==> src/rtl/wb_pkg.sv <==
// rtl/wb_pkg.sv - shared widths and the write-back entry type for the register-file write port
package wb_pkg;

    localparam int REG_W    = 5;
    localparam int DATA_W   = 32;
    localparam int NUM_REGS = 32;

    localparam logic [REG_W-1:0] ZERO_REG = 5'd0;

    // One pending register-file write: destination register and the value to write
    typedef struct packed {
        logic [REG_W-1:0]  dst;
        logic [DATA_W-1:0] data;
    } wb_entry_t;

endpackage

==> src/rtl/wb_fifo.sv <==
// rtl/wb_fifo.sv - DEPTH-entry synchronous FIFO of write-back entries
//
// Ports:
//   clk, rst_n          clock (rising edge), asynchronous active-low reset
//   push_i, push_data_i write an entry at the tail (caller guarantees !full_o)
//   pop_i               drop the head entry (caller guarantees !empty_o)
//   head_o              current head entry, valid while !empty_o
//   full_o, empty_o     occupancy flags
module wb_fifo
    import wb_pkg::*;
#(
    parameter int DEPTH = 4
) (
    input  logic      clk,
    input  logic      rst_n,
    input  logic      push_i,
    input  wb_entry_t push_data_i,
    input  logic      pop_i,
    output wb_entry_t head_o,
    output logic      full_o,
    output logic      empty_o
);

    localparam int AW = $clog2(DEPTH);

    wb_entry_t       mem_q [DEPTH];
    // Pointers carry one extra wrap bit so full and empty are distinguishable
    logic [AW:0]     wr_ptr_q;
    logic [AW:0]     rd_ptr_q;

    assign empty_o = (wr_ptr_q == rd_ptr_q);
    assign full_o  = (wr_ptr_q[AW] != rd_ptr_q[AW]) &&
                     (wr_ptr_q[AW-1:0] == rd_ptr_q[AW-1:0]);
    assign head_o  = mem_q[rd_ptr_q[AW-1:0]];

    always_ff @(posedge clk or negedge rst_n) begin
        if (!rst_n) begin
            wr_ptr_q <= '0;
            rd_ptr_q <= '0;
        end else begin
            if (push_i) begin
                wr_ptr_q <= wr_ptr_q + 1'b1;
            end
            if (pop_i) begin
                rd_ptr_q <= rd_ptr_q + 1'b1;
            end
        end
    end

    // Storage needs no reset; the pointers define which slots are live.
    // A push while full-and-popping overwrites the slot being read, which is
    // safe because the head is consumed from the old contents this cycle.
    always_ff @(posedge clk) begin
        if (push_i) begin
            mem_q[wr_ptr_q[AW-1:0]] <= push_data_i;
        end
    end

endmodule

==> src/rtl/wb_arbiter.sv <==
// rtl/wb_arbiter.sv - merges ALU and memory-path writes onto the register-file write port
//
// Build option: define WB_BYPASS_EN to let a memory result go straight to the
// write port when the FIFO is empty and the ALU is not writing.
//
// Ports:
//   clk, reset                     clock (rising edge), asynchronous active-low reset
//   alu_valid/alu_reg/alu_data     single-cycle ALU result (no backpressure, held during alu_stall)
//   mem_valid/mem_ready/mem_reg/mem_data  memory result handshake into the FIFO
//   issue_valid/issue_reg          decode issued a memory op writing issue_reg
//   pending_out                    bit r set while a memory-path write to r is outstanding
//   alu_stall                      one-cycle request to hold the ALU result
//   enable/writeReg_out/writeData_out  registered register-file write port
module wb_arbiter
    import wb_pkg::*;
#(
    parameter int DEPTH        = 4,
    parameter int STARVE_LIMIT = 3
) (
    input  logic                clk,
    input  logic                reset,
    input  logic                alu_valid,
    input  logic [REG_W-1:0]    alu_reg,
    input  logic [DATA_W-1:0]   alu_data,
    input  logic                mem_valid,
    output logic                mem_ready,
    input  logic [REG_W-1:0]    mem_reg,
    input  logic [DATA_W-1:0]   mem_data,
    input  logic                issue_valid,
    input  logic [REG_W-1:0]    issue_reg,
    output logic [NUM_REGS-1:0] pending_out,
    output logic                alu_stall,
    output logic                enable,
    output logic [REG_W-1:0]    writeReg_out,
    output logic [DATA_W-1:0]   writeData_out
);

    localparam int CW = $clog2(STARVE_LIMIT + 1);

    logic                enable_q,    enable_d;
    logic [REG_W-1:0]    write_reg_q, write_reg_d;
    logic [DATA_W-1:0]   write_data_q, write_data_d;
    logic [NUM_REGS-1:0] pending_q,   pending_d;
    logic [CW-1:0]       starve_q,    starve_d;
    logic                alu_stall_q, alu_stall_d;

    logic      fifo_full;
    logic      fifo_empty;
    logic      fifo_push;
    logic      fifo_pop;
    wb_entry_t fifo_head;
    wb_entry_t mem_entry;
    wb_entry_t sel;
    logic      sel_valid;
    logic      mem_accept;
    logic      alu_win;
    logic      bypass;

    // Held low during reset so no transfer is signalled while the FIFO is cleared
    assign mem_ready  = reset && !fifo_full;
    assign mem_accept = mem_valid && mem_ready;
    assign mem_entry  = '{dst: mem_reg, data: mem_data};

    wb_fifo #(
        .DEPTH (DEPTH)
    ) u_fifo (
        .clk         (clk),
        .rst_n       (reset),
        .push_i      (fifo_push),
        .push_data_i (mem_entry),
        .pop_i       (fifo_pop),
        .head_o      (fifo_head),
        .full_o      (fifo_full),
        .empty_o     (fifo_empty)
    );

    always_comb begin
        alu_win  = alu_valid && !alu_stall_q;
        fifo_pop = !alu_win && !fifo_empty;
`ifdef WB_BYPASS_EN
        bypass   = !alu_win && fifo_empty && mem_accept;
`else
        bypass   = 1'b0;
`endif
        fifo_push = mem_accept && !bypass;

        // Port source in priority order: ALU, FIFO head, bypassed memory result
        sel       = '0;
        sel_valid = 1'b0;
        if (alu_win) begin
            sel       = '{dst: alu_reg, data: alu_data};
            sel_valid = 1'b1;
        end else if (fifo_pop) begin
            sel       = fifo_head;
            sel_valid = 1'b1;
        end else if (bypass) begin
            sel       = mem_entry;
            sel_valid = 1'b1;
        end

        // Writes to register 0 are consumed but never reach the register file
        enable_d     = sel_valid && (sel.dst != ZERO_REG);
        write_reg_d  = sel_valid ? sel.dst  : write_reg_q;
        write_data_d = sel_valid ? sel.data : write_data_q;

        // Clear on retirement first so a same-cycle re-issue of that register wins
        pending_d = pending_q;
        if (fifo_pop || bypass) begin
            pending_d[sel.dst] = 1'b0;
        end
        if (issue_valid && (issue_reg != ZERO_REG)) begin
            pending_d[issue_reg] = 1'b1;
        end

        // Count cycles the queued head loses to the ALU; any pop or an empty FIFO resets it
        starve_d = starve_q;
        if (fifo_pop || fifo_empty) begin
            starve_d = '0;
        end else if (alu_win) begin
            starve_d = starve_q + 1'b1;
        end
        // Reaching the limit forces the head through next cycle, which pops and clears the count
        alu_stall_d = (starve_d == CW'(STARVE_LIMIT));
    end

    always_ff @(posedge clk or negedge reset) begin
        if (!reset) begin
            enable_q     <= 1'b0;
            write_reg_q  <= '0;
            write_data_q <= '0;
            pending_q    <= '0;
            starve_q     <= '0;
            alu_stall_q  <= 1'b0;
        end else begin
            enable_q     <= enable_d;
            write_reg_q  <= write_reg_d;
            write_data_q <= write_data_d;
            pending_q    <= pending_d;
            starve_q     <= starve_d;
            alu_stall_q  <= alu_stall_d;
        end
    end

    assign enable        = enable_q;
    assign writeReg_out  = write_reg_q;
    assign writeData_out = write_data_q;
    assign pending_out   = pending_q;
    assign alu_stall     = alu_stall_q;

endmodule

==> config.mk <==
export PLATFORM = sky130hd
export DESIGN_NAME = wb_arbiter
export DESIGN_NICKNAME = d
export VERILOG_FILES = /design/src/rtl/wb_pkg.sv /design/src/rtl/wb_fifo.sv /design/src/rtl/wb_arbiter.sv
export SDC_FILE = /design/constraint.sdc
export NUM_CORES = 1
export LEC_CHECK = 0
export CORE_UTILIZATION = 53
export DETAILED_ROUTE_END_ITERATION = 16
export HOLD_SLACK_MARGIN = 0.1
export PLACE_DENSITY = 0.86
export SLEW_MARGIN = 20
export SYNTH_ARGS = -nofsm -noshare
export SYNTH_HDL_FRONTEND = slang
export SYNTH_SLANG_ARGS = --single-unit
==> constraint.sdc <==
create_clock -name clk -period 3.6 [get_ports clk]
set_input_delay 0.72 -clock clk [delete_from_list [all_inputs] [get_ports clk]]
set_output_delay 0.72 -clock clk [all_outputs]
set_load 0.02 [all_outputs]
==> run metrics <==
Flop pwr share=37.7%; largest buffer count on any clock path=3; slew of the pin with the lowest slew margin=977 ps; Ports=156; Worst setup SP type=flop; Avg Cell Area, Syn=15.0 sq um; ANT cells=0; Die Width=about 130 um; leakage=between 4 and 5 nW; Setup TNS=0 ps; number of global-route vias before repair=6042; worst vdd rail ir drop=0.540 mV; Num CTS Buffers=23; #FFs+latches synth=about 230; final hold vios=0; routed wire length=between 20000 and 25000 um; DRC viols=0; max cap viols=0; Worst Hold Class=input pin to asynchronous set/reset pin; CTS tree=yes; sw frac=35.3%; post-CTS setup buffers=0; hold_buf cts=0; crit-path cells=xor2_1, nor2_1, a21boi_1, clkdlybuf4s50_1; # placed instances=964; First-pass DRT Iterations=5; NetSw=0.00357 W; crit end category=primary output; synth cell count leaders=edfxtp_1, nand2_1, dfrtp_1, nor2_1, mux4_2; Reg2Reg Launch Point=u_fifo.rd_ptr_q[0]; Syn-to-layout area delta=28.9%; H-Tree Depth=1; clk_skew=9.61 ps; Placer Congestion=between 0.9 and 1; Worst R2R Setup Slack=760 ps; number of port buffers=155; R2R Path End=pending_out[23]; Final min period=3340 ps; worst reg2reg path depth=5; Post-synth top flop=edfxtp_1; Yosys top cell area share=49.2%; RSZ-0062 raised after global routing=no; syn_nets=slightly below 700; Post-Synthesis Cell Area=0.00904 sq mm; Ys Warns=0; worst setup path class=flop to primary output; starting density of the core=between 50% and 60%; final net count=858; Vias=5916; ys async rst share=34.8%; post_cts resized=0; Via density=5.88; largest net degree at the start of global routing=49; Worst EP required=2880 ps; 1st-iter DRT viols=411; first-pass GRT wire length=33100 um; Placeable Area=0.0166 sq mm; Clk Latency, worst-skew pair=500 ps; GRT overflow=0; row count=47; Antenna Nets Post-Route=0; maximum fanout along the worst path=7; top cell type by total area after synthesis=edfxtp_1; final instance count without filler cells=a little over 1000; Clock Pin Slew Worst Setup and Hold Paths=60 ps; Detail Placement HPWL=13600 um; initial antenna violation count=0; Final period util=between 90 and 100%; max incr delay on CP=between 700 and 800 ps; Slowest cell on crit path=clkdlybuf4s50_1; Crit path max-delay family=buffers and inverters; internal power=0.00652 W; die area=0.0176 sq mm; status=completed; clk root buf=clkbuf_16; Power Dens Cells=slightly below 900 mW/mm^2; Die Y=133 um; Synth Instances=603; Max Fclk=approximately 0.3 GHz; Global Route Usage Sum=between 20% and 30%; # clock sinks=227; Final setup viols=0; sequential element share of the synthesized area=71.1%; routed len/inst=20.9 um; ranking of synthesized cells by area=edfxtp_1, dfrtp_1, mux4_2, nand2_1, a31oi_1; Comb pwr share=39.2%; Slew Limit Fails=0; most frequent cell after synthesis=edfxtp_1; Slew headroom=34.9%; Clock Power Share=23.2%; CP bufs+invs=1; Worst EP arrival=2620 ps; share of layout cells above drive strength 1=13.4%; Cell variety after synth=between 40 and 50; Post-synth EDFFs=~150; hold slack=302 ps
==> through the flow <==
stage	setup WS (ps)	utilization, %	power (W)	area, sq um
2_1_floorplan	758	-	0.00612	9040
3_3_place_gp	864	65.4	0.00760	10900
3_5_place_dp	775	65.4	0.00777	10900
4_1_cts	217	70.0	0.0101	11600
5_1_grt	61.0	70.0	0.0106	11600
6_report	264	70.0	0.0101	11600
==> layout by cell type, fill, tap and decap left out, drive strengths merged, types with 7 or more instances in the layout <==
cell | netlist | final
nand2 | 119 | 119
clkbuf | 18 | 32
o21ai | 9 | 9
dfrtp | 79 | 79
edfxtp | 148 | 148
nor2 | 46 | 46
a31oi | 37 | 37
nand3 | 7 | 7
buf | 9 | 14
clkdlybuf4s50 | 0 | 154
mux4 | 37 | 37
o31ai | 29 | 29
==> state kept, by name (all words and copies together) (netlist names) <==
name	cells
alu_stall	1
enable	1
pending_out	32
starve_q	2
u_fifo.mem_q	148
u_fifo.rd_ptr_q	3
u_fifo.wr_ptr_q	3
writeData_out	32
writeReg_out	5
==> kinds of logic after synthesis <==
logic type	share of synthesized area, %
XOR/XNOR	0.775
AND/OR/NAND/NOR	9.60
adder cells (fa/ha/maj)	0.692
AO/OA/AOI/OAI	6.91
multiplexers	9.47
buffers and inverters	1.50
flip-flops	71.1
==> worst max-delay path by stage <==
stage                                  start  cells after the start            endpoint  slack [ps]
after floorplan           u_fifo.rd_ptr_q[0]                      4  u_fifo.mem_q[3][0]         760
after global placement    u_fifo.rd_ptr_q[0]                      5     pending_out[28]         860
after detailed placement  u_fifo.wr_ptr_q[0]                      4           mem_ready         780
after CTS                 u_fifo.wr_ptr_q[0]                      4           mem_ready         220
after global routing      u_fifo.wr_ptr_q[1]                      4           mem_ready          60
final                     u_fifo.wr_ptr_q[0]                      4           mem_ready         260
==> final cells by class <==
class                           count  area [sq um]
Tap cell                          220           275
Clock inverter                     10          90.1
Clock buffer                       32           663
Inverter                            4          15.0
Timing Repair Buffer              168          1680
Fill cell                        1082          5000
Multi-Input combinational cell    345          2490
Sequential cell                   227          6420
==> power by group through the flow <==
stage	logic, W	clock network (W)	registers [W]
4_1_cts	0.00397	0.00237	0.00380
3_3_place_gp	0.00382	0	0.00378
5_1_grt	0.00424	0.00247	0.00386
3_5_place_dp	0.00393	0	0.00384
2_1_floorplan	0.00186	0	0.00426
6_report	0.00395	0.00234	0.00380
==> metal layers <==
metal,vias up,track usage (%),part of all wire [%]
li1,2618,-,-
met1,2947,32.2,38
met2,311,41.8,51
met3,40,4.33,8.5
met4,0,7.34,2.0
met5,-,0,0
No activity file was read; power rests on OpenSTA's default activity.
